--- src/rtl/arm_pipe_pkg.sv ---
// Shared types for the ARM pipeline: control bundle layout, forwarding selects, condition codes.
package arm_pipe_pkg;

  // Decoded control bundle; first member is the MSB of the packed word.
  typedef struct packed {
    logic       regwrite;
    logic       memtoreg;
    logic       memwrite;
    logic       alusrc;
    logic [1:0] alucontrol;
    logic [1:0] flagwrite;
    logic       branch;
    logic       pcs;
  } ctrl_t;

  localparam int unsigned CTRL_W = $bits(ctrl_t);

  // Operand source chosen by the forwarding network.
  typedef enum logic [1:0] {
    FWD_RF = 2'b00,
    FWD_W  = 2'b01,
    FWD_M  = 2'b10
  } fwd_sel_e;

  // "Always" condition, used as the idle condition field.
  localparam logic [3:0] COND_AL = 4'hE;

endpackage

--- src/rtl/id_ex_pipe_fwd_mux.sv ---
// Forwarding select and mux for a single execute operand.
module fwd_mux
  import arm_pipe_pkg::*;
#(
  parameter int unsigned DW = 32,
  parameter int unsigned AW = 4
) (
  input  logic [AW-1:0] ra_e,
  input  logic [DW-1:0] rd_e,
  input  logic          regwrite_m,
  input  logic [AW-1:0] wa3_m,
  input  logic [DW-1:0] aluresult_m,
  input  logic          regwrite_w,
  input  logic [AW-1:0] wa3_w,
  input  logic [DW-1:0] result_w,
  output logic [DW-1:0] src_e
);

  fwd_sel_e sel;
  logic     is_pc;

  assign is_pc = (ra_e == AW'(15));

  // Pick the youngest in-flight producer; the PC register is never forwarded.
  always_comb begin
    sel = FWD_RF;
    if (!is_pc) begin
      if (regwrite_m && (wa3_m == ra_e)) begin
        sel = FWD_M;
      end else if (regwrite_w && (wa3_w == ra_e)) begin
        sel = FWD_W;
      end
    end
  end

  // Operand mux driven by the select.
  always_comb begin
    src_e = rd_e;
    case (sel)
      FWD_M:   src_e = aluresult_m;
      FWD_W:   src_e = result_w;
      default: src_e = rd_e;
    endcase
  end

endmodule

--- src/rtl/id_ex_pipe.sv ---
// Decode/execute pipeline boundary: ID/EX register, operand forwarding and hazard control.
module id_ex_pipe
  import arm_pipe_pkg::*;
#(
  parameter int unsigned DW = 32,
  parameter int unsigned AW = 4,
  parameter int unsigned CW = 10
) (
  input  logic          clk,
  input  logic          rst_n,
  input  logic          valid_d,
  input  logic [AW-1:0] ra1_d,
  input  logic [AW-1:0] ra2_d,
  input  logic [AW-1:0] wa3_d,
  input  logic [DW-1:0] rd1_d,
  input  logic [DW-1:0] rd2_d,
  input  logic [DW-1:0] imm_d,
  input  logic [CW-1:0] ctrl_d,
  input  logic [3:0]    cond_d,
  input  logic          branch_taken_e,
  input  logic          regwrite_m,
  input  logic [AW-1:0] wa3_m,
  input  logic [DW-1:0] aluresult_m,
  input  logic          regwrite_w,
  input  logic [AW-1:0] wa3_w,
  input  logic [DW-1:0] result_w,
  output logic          valid_e,
  output logic [DW-1:0] srca_e,
  output logic [DW-1:0] writedata_e,
  output logic [DW-1:0] srcb_e,
  output logic [AW-1:0] wa3_e,
  output logic [CW-1:0] ctrl_e,
  output logic [3:0]    cond_e,
  output logic          stall_f,
  output logic          stall_d,
  output logic          flush_d
);

  ctrl_t         ctrl_dt;
  ctrl_t         ctrl_q;
  logic [AW-1:0] ra1_e;
  logic [AW-1:0] ra2_e;
  logic [DW-1:0] rd1_e;
  logic [DW-1:0] rd2_e;
  logic [DW-1:0] imm_e;
  logic          ldrstall;
  logic          flush_e;

  assign ctrl_dt = ctrl_t'(ctrl_d);

  // A load in E whose destination feeds the instruction in D costs one bubble.
  assign ldrstall = valid_e & ctrl_q.memtoreg & ctrl_q.regwrite & valid_d &
                    ((wa3_e == ra1_d) | (wa3_e == ra2_d));
  assign flush_e  = ldrstall | branch_taken_e;

  // Front-end hold/clear; on a coincident branch the redirect makes the stall harmless.
  assign stall_f  = ldrstall;
  assign stall_d  = ldrstall;
  assign flush_d  = branch_taken_e;

  // ID/EX register; a bubble only clears valid/control, data fields keep their value.
  always_ff @(posedge clk or negedge rst_n) begin
    if (!rst_n) begin
      valid_e <= 1'b0;
      ctrl_q  <= '0;
      wa3_e   <= '0;
      cond_e  <= COND_AL;
      ra1_e   <= '0;
      ra2_e   <= '0;
      rd1_e   <= '0;
      rd2_e   <= '0;
      imm_e   <= '0;
    end else if (flush_e) begin
      valid_e <= 1'b0;
      ctrl_q  <= '0;
    end else begin
      valid_e <= valid_d;
      ctrl_q  <= valid_d ? ctrl_dt : '0;
      wa3_e   <= wa3_d;
      cond_e  <= cond_d;
      ra1_e   <= ra1_d;
      ra2_e   <= ra2_d;
      rd1_e   <= rd1_d;
      rd2_e   <= rd2_d;
      imm_e   <= imm_d;
    end
  end

  assign ctrl_e = CW'(ctrl_q);

  fwd_mux #(.DW(DW), .AW(AW)) u_fwd_a (
    .ra_e        (ra1_e),
    .rd_e        (rd1_e),
    .regwrite_m  (regwrite_m),
    .wa3_m       (wa3_m),
    .aluresult_m (aluresult_m),
    .regwrite_w  (regwrite_w),
    .wa3_w       (wa3_w),
    .result_w    (result_w),
    .src_e       (srca_e)
  );

  fwd_mux #(.DW(DW), .AW(AW)) u_fwd_b (
    .ra_e        (ra2_e),
    .rd_e        (rd2_e),
    .regwrite_m  (regwrite_m),
    .wa3_m       (wa3_m),
    .aluresult_m (aluresult_m),
    .regwrite_w  (regwrite_w),
    .wa3_w       (wa3_w),
    .result_w    (result_w),
    .src_e       (writedata_e)
  );

  // ALU B operand: immediate or forwarded register.
  assign srcb_e = ctrl_q.alusrc ? imm_e : writedata_e;

endmodule

--- config.mk ---
export PLATFORM = sky130hd
export DESIGN_NAME = id_ex_pipe
export DESIGN_NICKNAME = d
export VERILOG_FILES = /design/src/rtl/arm_pipe_pkg.sv /design/src/rtl/id_ex_pipe_fwd_mux.sv /design/src/rtl/id_ex_pipe.sv
export SDC_FILE = /design/constraint.sdc
export NUM_CORES = 1
export LEC_CHECK = 0
export BUFFER_PORTS_ARGS = -buffer_cell sky130_fd_sc_hd__buf_4
export CAP_MARGIN = 25
export CELL_PAD_IN_SITES_DETAIL_PLACEMENT = 1
export CELL_PAD_IN_SITES_GLOBAL_PLACEMENT = 1
export CORE_MARGIN = 8
export CORE_UTILIZATION = 36
export DETAILED_ROUTE_END_ITERATION = 8
export PLACE_DENSITY = 0.82
export SLEW_MARGIN = 20
export SYNTH_ARGS = -nofsm -noshare
export SYNTH_HDL_FRONTEND = slang
export SYNTH_SLANG_ARGS = --single-unit
--- constraint.sdc ---
create_clock -name clk -period 2.8 [get_ports clk]
set_input_delay 0.28 -clock clk [delete_from_list [all_inputs] [get_ports clk]]
set_output_delay 0.28 -clock clk [all_outputs]
set_load 0.01 [all_outputs]
==> results.yml <==
run_status:
  outcome: "finished with violations"
  violations: "setup timing"
die:
  start_util: 0.3667
  rows: 55
  coreArea_um2: 22710
  fp.dieW_um: 168.1
  io_pins: 318
  die_h_um: 168.1
  dieArea_um2: 28260
sta:
  min_period_ns: 3.174
  fmax_ghz: 0.3150
  hold_violations: 0
  slew_headroom: 0.5453
  finalCritPeriodShare: 1.134
  fin_ws_ns: -0.3743
  rsz0062_at_grt: "true"
  setup_viol: 65
  tightest_slew_ns: 0.6821
  slew_violations: 0
  skew_ns: 0.01491
grt:
  grt.overflow.total: 0
  antenna_found_initial: 0
  grt_pass1_vias: 10140
  grt_use_total: 0.2704
  grt_max_degree: 113
  grt_pass1_wl_um: 60460
detailed_routing:
  drtIter0Drc: 704
  wl_per_cell_um: 25.47
  ant_nets: 0
  viasPerCell: 5.938
  drc: 0
  vias: 9358
  dr.pass1.iters: 5
  routed_wl_um: 40150
layout:
  layout-drive-gt1-share: 0.4330
  utilization: 0.5600
  antennaDiodeCount: 0
  nFillCells: 2558
  fin_nets: 1482
  syn2layout_area_growth_pct: 52.70
place:
  dp_hpwl_um: 26480
  numPortBuffers: 317
  dp_worst_setup_slack_ns: -0.2660
  globalplace.congestion: 0.8936
setup_path:
  crit_type: "flop to output port"
  worstSetupStartpointType: "flop"
  cp_data_arrival_time_ns: 2.89
  critPathRequiredTime_ns: 2.52
  crit_fanout: 6
  cp-end-kind: "output port"
power_and_ir_drop:
  switching_power_mw: 1.995
  power_frac_seq: 0.349
  ir_drop_uv: 396.3
  internal_power_mw: 3.981
  pwr_density_cell_nw_per_um2: 470.0
  clockPowerShare: 0.355
  sw_frac_of_total: 0.3339
  power_frac_comb: 0.296
  power.leakage_nw: 5.259
logic_synthesis:
  yosys.area_share.xor_xnor: 0.02314
  ys_seq_area_frac: 0.3700
  syn_inst: 976
  synth_compound_area_frac: 0.3005
  synth_top_cell_area_share: 0.3606
  synth_top_family_by_area: "compound AO/OA/AOI/OAI gates"
  synth_warnings: 0
  synth_nets: 1180
  synth_area_um2: 8328
  synth_cell_types: 28
  yosys.area_share.simple: 0.1979
  synth_area_leaders: "dfrtp_1 36%, o211ai_1 20%, nand2b_1 8.5%, nand2_1 8.2%, a22oi_1 5.8%"
  syn_avg_cell_area_um2: 8.533
  ys_ff_latch: 123
  synth_fa_ha_area_frac: 0.006010
  synthMuxAreaShare: 0.04327
  yosysTopAreaCell: "dfrtp_1"
clock_network:
  insertion_delay_ns: 0.43
  clock_sinks: 123
  clockBufferDepth: 2
  path_clk_slew_ns: 0.07
  clk_root_buffer_cell: "clkbuf_16"
  htreeDepth: 4
  cts_buffers: 17
  cts_tree: "built"
worst_hold_path:
  min_path_type: "primary input to flop"
run:
  maxCapViolCount: 0
## cell type report
class / instances / area, um2 / area share
Clock inverter: 14 / 111.4 / 0.008756
Multi-Input combinational cell: 738 / 5275 / 0.4148
Tap cell: 285 / 356.6 / 0.02804
Sequential cell: 123 / 3088 / 0.2428
Clock buffer: 18 / 439.2 / 0.03453
Timing Repair Buffer: 398 / 3447 / 0.2711
## flip-flops by register name (all words and copies together), names as in the netlist
signal,count
imm_e,32
rd1_e,32
rd2_e,32
ctrl_e,10
cond_e,4
ra1_e,4
ra2_e,4
wa3_e,4
valid_e,1
## logic make-up (layout without fill, tap and decap cells)
family,Yosys count,in the layout
compound gates,355,355
simple gates,325,325
flops,123,123
buf+inv,115,430
mux,32,32
xor+xnor,22,22
fa+ha+maj,4,4
## path summary, 6_finish.rpt
check / startpoint / end / slack (ns) / depth (start not counted)
hold reg to reg: cond_e[2] / cond_e[2] / 0.51 / 2
hold / removal: ctrl_d[5] / ctrl_e[5] / 0.10 / 2
setup reg to reg: wa3_e[1] / ra1_e[3] / 0.55 / 5
max in group asynchronous: rst_n / imm_e[24] / 1.59 / 3
setup / recovery: ra2_e[3] / srcb_e[26] / -0.37 / 11
min in group asynchronous: rst_n / ctrl_e[6] / 0.37 / 2
## cells in the mapped netlist
cell type,count
o211ai_1,224
nand2_1,182
dfrtp_1,120
nand2b_1,113
clkbuf_1,85
a22oi_1,64
o21ai_0,64
mux2_1,24
buf_2,16
xor2_1,14
buf_4,11
mux2_2,8
nor3b_2,8
xnor2_1,8
nor2_1,5
ha_1,4
nand4_1,4
buf_1,3
dfstp_2,3
a31oi_1,2
and2_1,2
nor3_1,2
nor3b_1,2
nor4_1,2
nor4_4,2
or3_1,2
and4_1,1
o21a_1,1
## per-stage QoR
stage	std cells	hold WS (ns)	setup TNS [ns]	power [mW]	area, um2
2_1_floorplan	976	-0.01559	0	2.719	8328
3_3_place_gp	1528	0.2617	-1.887	3.612	11270
3_5_place_dp	1528	0.2638	-5.491	3.656	11270
4_1_cts	1564	0.08566	-14.20	5.898	12360
5_1_grt	1576	0.09177	-21.93	6.201	12720
6_report	1576	0.1009	-15.31	5.977	12720
## what timing repair did
action	CTS	global route
gates cloned	1	7
gates resized for setup	139	61
buffers inserted	7	6
hold endpoints to repair	42	0
setup endpoints to repair	93	92
pin swaps	28	20
hold buffers	1	0
## per-layer routing
| layer | global-route usage | wire length (um) | vias up |
|---|---|---|---|
| li1 | - | - | 4176 |
| met1 | 0.3205 | 15810 | 4665 |
| met2 | 0.4655 | 20110 | 433 |
| met3 | 0.06782 | 2879 | 84 |
| met4 | 0.1002 | 1352 | 0 |
| met5 | 0 | 0 | - |
## critical path, cell delays in order, from the launching register on
cell     delay (ns)
dfrtp_2        0.50
xnor2_2        0.22
nand4_1        0.17
or3_4          0.37
ha_4           0.17
buf_6          0.13
buf_8          0.14
a22oi_2        0.14
o21ai_1        0.07
buf_4          0.15
mux2_4         0.27
buf_6          0.13
## power groups by stage
| stage | logic [mW] | registers, mW | clock network, mW |
|---|---|---|---|
| 2_1_floorplan | 0.660 | 2.06 | 0 |
| 3_3_place_gp | 1.52 | 2.09 | 0 |
| 3_5_place_dp | 1.56 | 2.10 | 0 |
| 4_1_cts | 1.68 | 2.08 | 2.14 |
| 5_1_grt | 1.89 | 2.10 | 2.21 |
| 6_report | 1.77 | 2.08 | 2.12 |
## cell usage in the layout, fill, tap and decap left out, types with 8 or more instances in the layout
| master | synthesis | routed |
|---|---|---|
| mux2_2 | 8 | 8 |
| buf_6 | 0 | 27 |
| mux2_4 | 0 | 10 |
| nand2b_1 | 113 | 113 |
| clkbuf_16 | 0 | 22 |
| mux2_1 | 24 | 14 |
| nor3b_2 | 8 | 8 |
| nand2_2 | 0 | 8 |
| o21ai_2 | 0 | 24 |
| buf_12 | 0 | 18 |
| a22oi_2 | 0 | 38 |
| nand2_1 | 182 | 174 |
| buf_4 | 11 | 343 |
| a22oi_1 | 64 | 26 |
| o21ai_1 | 0 | 35 |
| o211ai_1 | 224 | 224 |
| dfrtp_1 | 120 | 115 |
| xor2_1 | 14 | 10 |
Note: power is estimated with default switching activity, not from simulation.
